$ cat config.mk
export PLATFORM = sky130hd
export DESIGN_NAME = sram_arbiter_flat
export DESIGN_NICKNAME = d
export VERILOG_FILES = /design/src/rtl/sram_arbiter_if.sv /design/src/rtl/sram_arbiter.sv /design/src/flat_wrapper.sv
export SDC_FILE = /design/constraint.sdc
export NUM_CORES = 1
export LEC_CHECK = 0
export CAP_MARGIN = 5
export CORE_MARGIN = 3
export CORE_UTILIZATION = 38
export CTS_BUF_LIST = sky130_fd_sc_hd__clkbuf_8
export CTS_CLUSTER_SIZE = 25
export DETAILED_ROUTE_END_ITERATION = 10
export HOLD_SLACK_MARGIN = 0.02
export PLACE_DENSITY = 0.75
export SYNTH_ARGS = -nofsm -noshare
export SYNTH_HDL_FRONTEND = slang
export SYNTH_SLANG_ARGS = --single-unit
$ cat constraint.sdc
create_clock -name clk -period 3.4 [get_ports clk]
set_clock_uncertainty 0.2 [all_clocks]
set_input_delay 1.02 -clock clk [delete_from_list [all_inputs] [get_ports clk]]
set_output_delay 1.02 -clock clk [all_outputs]
set_load 0.01 [all_outputs]
$ cat src/rtl/sram_arbiter_if.sv
// Bundle of the two requester ports and the SRAM pin group.
// The arbiter connects through the slave modport; the requester/SRAM side uses master.
interface sram_arbiter_if #(
    parameter int ADDR_W = 18,
    parameter int DATA_W = 16
);
    logic              req0, req1;
    logic              we0, we1;
    logic [ADDR_W-1:0] addr0, addr1;
    logic [DATA_W-1:0] wdata0, wdata1;
    logic              ack0, ack1;
    logic [DATA_W-1:0] rdata0, rdata1;
    logic [ADDR_W-1:0] sram_addr;
    logic [DATA_W-1:0] sram_dout;
    logic [DATA_W-1:0] sram_din;
    logic              sram_doe, sram_wen, sram_oen, sram_cen;

    modport slave (
        input  req0, req1, we0, we1, addr0, addr1, wdata0, wdata1, sram_din,
        output ack0, ack1, rdata0, rdata1,
        output sram_addr, sram_dout, sram_doe, sram_wen, sram_oen, sram_cen
    );

    modport master (
        output req0, req1, we0, we1, addr0, addr1, wdata0, wdata1, sram_din,
        input  ack0, ack1, rdata0, rdata1,
        input  sram_addr, sram_dout, sram_doe, sram_wen, sram_oen, sram_cen
    );
endinterface

$ cat src/rtl/sram_arbiter.sv
// Two-port round-robin arbiter for an asynchronous SRAM with programmable
// read wait and write pulse width; every SRAM/ack output decodes registered state.
module sram_arbiter #(
    parameter int RD_WAIT  = 1,
    parameter int WR_PULSE = 1
) (
    input  logic           clk,
    input  logic           reset,
    sram_arbiter_if.slave  bus
);
    typedef enum logic [2:0] {
        IDLE,
        READ,
        WSETUP,
        WPULSE,
        WHOLD,
        DONE
    } state_t;

    state_t     state, state_nxt;
    logic [2:0] cnt, cnt_nxt;
    logic       gnt;
    logic       last_grant;
    logic       pick;
    logic       grant_en;
    logic       capture;

    always_ff @(posedge clk) begin
        if (reset) begin
            state         <= IDLE;
            cnt           <= '0;
            gnt           <= 1'b0;
            last_grant    <= 1'b1;
            bus.sram_addr <= '0;
            bus.sram_dout <= '0;
            bus.rdata0    <= '0;
            bus.rdata1    <= '0;
        end else begin
            state <= state_nxt;
            cnt   <= cnt_nxt;
            // Address and data are frozen at grant so requester changes cannot leak in.
            if (grant_en) begin
                gnt           <= pick;
                last_grant    <= pick;
                bus.sram_addr <= pick ? bus.addr1  : bus.addr0;
                bus.sram_dout <= pick ? bus.wdata1 : bus.wdata0;
            end
            if (capture) begin
                if (gnt) bus.rdata1 <= bus.sram_din;
                else     bus.rdata0 <= bus.sram_din;
            end
        end
    end

    always_comb begin
        state_nxt = state;
        cnt_nxt   = cnt;
        grant_en  = 1'b0;
        capture   = 1'b0;
        // On contention the port that did not win last time goes first.
        if (bus.req0 && bus.req1) pick = ~last_grant;
        else                      pick = bus.req1;
        case (state)
            IDLE: begin
                if (bus.req0 || bus.req1) begin
                    grant_en  = 1'b1;
                    cnt_nxt   = '0;
                    state_nxt = (pick ? bus.we1 : bus.we0) ? WSETUP : READ;
                end
            end
            READ: begin
                if (cnt == 3'(RD_WAIT)) begin
                    capture   = 1'b1;
                    state_nxt = DONE;
                end else begin
                    cnt_nxt = cnt + 3'd1;
                end
            end
            WSETUP: begin
                cnt_nxt   = '0;
                state_nxt = WPULSE;
            end
            WPULSE: begin
                if (cnt == 3'(WR_PULSE - 1)) state_nxt = WHOLD;
                else                         cnt_nxt   = cnt + 3'd1;
            end
            WHOLD:   state_nxt = DONE;
            DONE:    state_nxt = IDLE;
            default: state_nxt = IDLE;
        endcase
    end

    assign bus.sram_cen = !(state inside {READ, WSETUP, WPULSE, WHOLD});
    assign bus.sram_oen = (state != READ);
    assign bus.sram_wen = (state != WPULSE);
    assign bus.sram_doe = (state inside {WSETUP, WPULSE, WHOLD});
    assign bus.ack0     = (state == DONE) && !gnt;
    assign bus.ack1     = (state == DONE) &&  gnt;
endmodule

$ cat src/flat_wrapper.sv
// flat-port wrapper written by rule: the top's interface ports become plain ports
module sram_arbiter_flat 
#(
    parameter int RD_WAIT  = 1,
    parameter int WR_PULSE = 1
)
  (clk, reset, bus_req0, bus_req1, bus_we0, bus_we1, bus_addr0, bus_addr1, bus_wdata0, bus_wdata1, bus_sram_din, bus_ack0, bus_ack1, bus_rdata0, bus_rdata1, bus_sram_addr, bus_sram_dout, bus_sram_doe, bus_sram_wen, bus_sram_oen, bus_sram_cen);
  sram_arbiter_if bus_i ();
  input  logic clk;
  input  logic reset;
  input wire logic [$bits(bus_i.req0)-1:0] bus_req0;
  input wire logic [$bits(bus_i.req1)-1:0] bus_req1;
  input wire logic [$bits(bus_i.we0)-1:0] bus_we0;
  input wire logic [$bits(bus_i.we1)-1:0] bus_we1;
  input wire logic [$bits(bus_i.addr0)-1:0] bus_addr0;
  input wire logic [$bits(bus_i.addr1)-1:0] bus_addr1;
  input wire logic [$bits(bus_i.wdata0)-1:0] bus_wdata0;
  input wire logic [$bits(bus_i.wdata1)-1:0] bus_wdata1;
  input wire logic [$bits(bus_i.sram_din)-1:0] bus_sram_din;
  output wire logic [$bits(bus_i.ack0)-1:0] bus_ack0;
  output wire logic [$bits(bus_i.ack1)-1:0] bus_ack1;
  output wire logic [$bits(bus_i.rdata0)-1:0] bus_rdata0;
  output wire logic [$bits(bus_i.rdata1)-1:0] bus_rdata1;
  output wire logic [$bits(bus_i.sram_addr)-1:0] bus_sram_addr;
  output wire logic [$bits(bus_i.sram_dout)-1:0] bus_sram_dout;
  output wire logic [$bits(bus_i.sram_doe)-1:0] bus_sram_doe;
  output wire logic [$bits(bus_i.sram_wen)-1:0] bus_sram_wen;
  output wire logic [$bits(bus_i.sram_oen)-1:0] bus_sram_oen;
  output wire logic [$bits(bus_i.sram_cen)-1:0] bus_sram_cen;
  assign bus_i.req0 = bus_req0;
  assign bus_i.req1 = bus_req1;
  assign bus_i.we0 = bus_we0;
  assign bus_i.we1 = bus_we1;
  assign bus_i.addr0 = bus_addr0;
  assign bus_i.addr1 = bus_addr1;
  assign bus_i.wdata0 = bus_wdata0;
  assign bus_i.wdata1 = bus_wdata1;
  assign bus_i.sram_din = bus_sram_din;
  assign bus_ack0 = bus_i.ack0;
  assign bus_ack1 = bus_i.ack1;
  assign bus_rdata0 = bus_i.rdata0;
  assign bus_rdata1 = bus_i.rdata1;
  assign bus_sram_addr = bus_i.sram_addr;
  assign bus_sram_dout = bus_i.sram_dout;
  assign bus_sram_doe = bus_i.sram_doe;
  assign bus_sram_wen = bus_i.sram_wen;
  assign bus_sram_oen = bus_i.sram_oen;
  assign bus_sram_cen = bus_i.sram_cen;
  sram_arbiter #(.RD_WAIT(RD_WAIT), .WR_PULSE(WR_PULSE)) u_core (.clk(clk), .reset(reset), .bus(bus_i));
endmodule
==> key figures <==
Outcome
  • Outcome: completed

Synth
  • Flops & latches, synth: 74
  • Yosys cell types: 38
  • Yosys top cell area share: between 40% and 50%
  • Post-Syn Nets: 442
  • Area contributors post-synth: dfxtp_1 (42%), mux2i_1 (19%), a211oi_2 (10%)
  • Register area share after synthesis: 42.3%
  • Synth Flop Type: dfxtp_1
  • Area leader, netlist: dfxtp_1
  • Syn_area_per_cell: between 10 and 15 µm²
  • Top cells by count, synth: dfxtp_1 (74), mux2i_1 (68), nand2_1 (55)
  • Post-Synthesis Cells: ~350
  • Synth warnings: 0
  • FFs w/ async S/R, synth: 0%
  • Mapped cell area: 3500 µm²
  • Most common cell in the synthesized netlist: dfxtp_1
  • Post-synth EDFFs: 0

Clock network
  • Post-CTS Setup Repair Bufs: 0
  • CTS Root Cell: clkbuf_8
  • CTS tree: built
  • Clk slew on worst S/H paths: roughly 0.080 ns
  • CTS sink cnt: 74
  • Longest Clk Path Bufs: 2
  • Clk_lat worst skew: 0.34 ns
  • Num CTS Buffers: 9
  • Cts repair resizes: 0
  • CTS HTree Levels: 3
  • CTS Hold Bufs: 0

Pwr
  • Peak supply drop: 368 µV
  • Pleak: about 2 nW
  • Switching Fraction: 35.7%
  • Power share of the combinational group: 44.9%
  • Sw Pwr: around 0.0012 W
  • P per Cell Area: approximately 640 nW/µm²
  • Total power: 0.00340 W
  • Sequential power share: 35.7%
  • Clock power frac: around a fifth
  • P_int: ~0.0022 W

Drt
  • Wire per inst: 16.6 µm
  • Vias: 3171
  • DRT iter0 DRCs: approximately 110
  • DRT Pass-1 Iters: 4
  • Routed WL: 10100 µm
  • DRT antenna net count: 0
  • Drt drc: 0
  • Vias per cell: 5.22

STA
  • Setup_tns: 0 ns
  • Rel. slew slack: between 50% and 60%
  • Final hold slack: 0.257 ns
  • Max Clk Rate: ~310 MHz
  • Slew @ Worst Pin: 0.739 ns
  • RSZ-0062 raised after global routing: no
  • Final worst path period share: about 95%
  • Tmin final: 3.24 ns
  • Final setup vio count: 0
  • Max-slew violation count: 0
  • Endpoints failing hold: 0

Cells and area
  • Antenna diodes: 0
  • Layout area overhead: 52.1%
  • Share of layout cells above drive strength 1: 11.8%
  • Fin nets: 589
  • Final instance area: about 5300 µm²

Critical path
  • CP Capture Type: primary output
  • CP Max Fanout: 12
  • Critical Path AT: roughly 2 ns
  • Worst endpoint required time: 2.18 ns
  • Crit start category: register
  • CP Class: reg -> out

Run
  • MaxCap Viol Count: 0

Floorplanning
  • I/O pin count: roughly 160
  • Placement Rows: 34
  • Starting Density: 39.6%
  • Die width: 102 µm
  • Core area: 8850 µm²
  • Die area: 10400 µm²
  • Die Ht: slightly above 100 µm

Global routing
  • Vias in the first global route: 3110
  • Remaining global-route overflow: 0
  • GRT Util Overall: 18.8%
  • Global-route wire length before repair: 15600 µm
  • Largest net degree at the start of global routing: 53
  • Initial antenna violation count: 0

Place
  • GPL Wtd Cong: 0.843
  • Post-DP Area: 5140 µm²
  • DP Wirelength: 7120 µm
  • PortBufs: between 150 and 200

Min path
  • Worst min path class: reg -> reg
==> routing by layer <==
metal,vias up,global-route usage [%],wire [µm]
met5,-,0,0
met4,0,4.24,83
met3,4,9.22,1330
met2,158,30.6,4430
met1,1473,22.5,4240
li1,1536,-,-
==> critical path, cell delays in order, from the launching register on <==
cell             delay, ns
dfxtp_1               0.47
or3_1                 0.49
nand2_1               0.11
clkdlybuf4s50_1       0.61
==> cell families after synthesis <==
family                   Yosys count  share of synthesized area (%)
buffers and inverters             37                           5.89
flip-flops                        74                           42.3
adder cells (fa/ha/maj)            3                           1.07
AO/OA/AOI/OAI                     86                           20.0
AND/OR/NAND/NOR                   79                           10.7
multiplexers                      70                           20.1
==> through the flow <==
step           util [%]  cells  setup WS (ns)
2_1_floorplan         -    349           1.19
3_3_place_gp       58.1    593          0.457
3_5_place_dp       58.1    593          0.378
4_1_cts            60.2    608          0.131
5_1_grt            60.2    608         0.0428
6_report           60.2    608          0.155
==> flip-flops by register name (all words and copies together) (netlist names) <==
register / flops
u_core.bus.rdata0: 16
u_core.bus.rdata1: 16
u_core.last_grant: 1
u_core.gnt: 1
u_core.state: 3
u_core.bus.sram_dout: 16
u_core.bus.sram_addr: 18
u_core.cnt: 3
==> layout make-up <==
class | instances | area, µm²
fillers | 776 | 3520
multi-input cells | 238 | 1830
repair buffers | 167 | 1680
flip-flops and latches | 74 | 1480
clock buffers | 10 | 138
well taps | 108 | 135
clock inverters | 5 | 47.5
inverters | 6 | 22.5
==> cell usage in the layout (no fill, tap or decap), drive strengths merged, types with 4 or more instances in the layout <==
master         netlist  layout
clkdlybuf4s50        0     160
mux2i               68      68
buf                 16       7
nor2b                4       4
dfxtp               74      74
o21ai                6       6
nor2                 4       4
nand2               55      55
a211oi              34      34
inv                  5       7
a21oi               37      37
clkbuf              15      10
==> worst paths after layout <==
kind	from	endpoint	slack [ns]	cells after the start
max	u_core.state[1]	bus_sram_cen	0.16	3
min	u_core.bus.rdata0[5]	u_core.bus.rdata0[5]	0.26	2
max reg2reg	u_core.state[0]	u_core.bus.rdata0[1]	1.29	3
min reg2reg	u_core.bus.rdata0[5]	u_core.bus.rdata0[5]	0.26	2
==> power groups by stage <==
stage | clock, W | sequential (W) | combinational [W]
after floorplan | 0 | 0.00126 | 0.000857
after global placement | 0 | 0.00122 | 0.00150
after detailed placement | 0 | 0.00123 | 0.00154
after CTS | 0.000679 | 0.00121 | 0.00154
after global routing | 0.000724 | 0.00124 | 0.00164
final | 0.000659 | 0.00121 | 0.00153
Note: power is estimated with default switching activity, not from simulation.
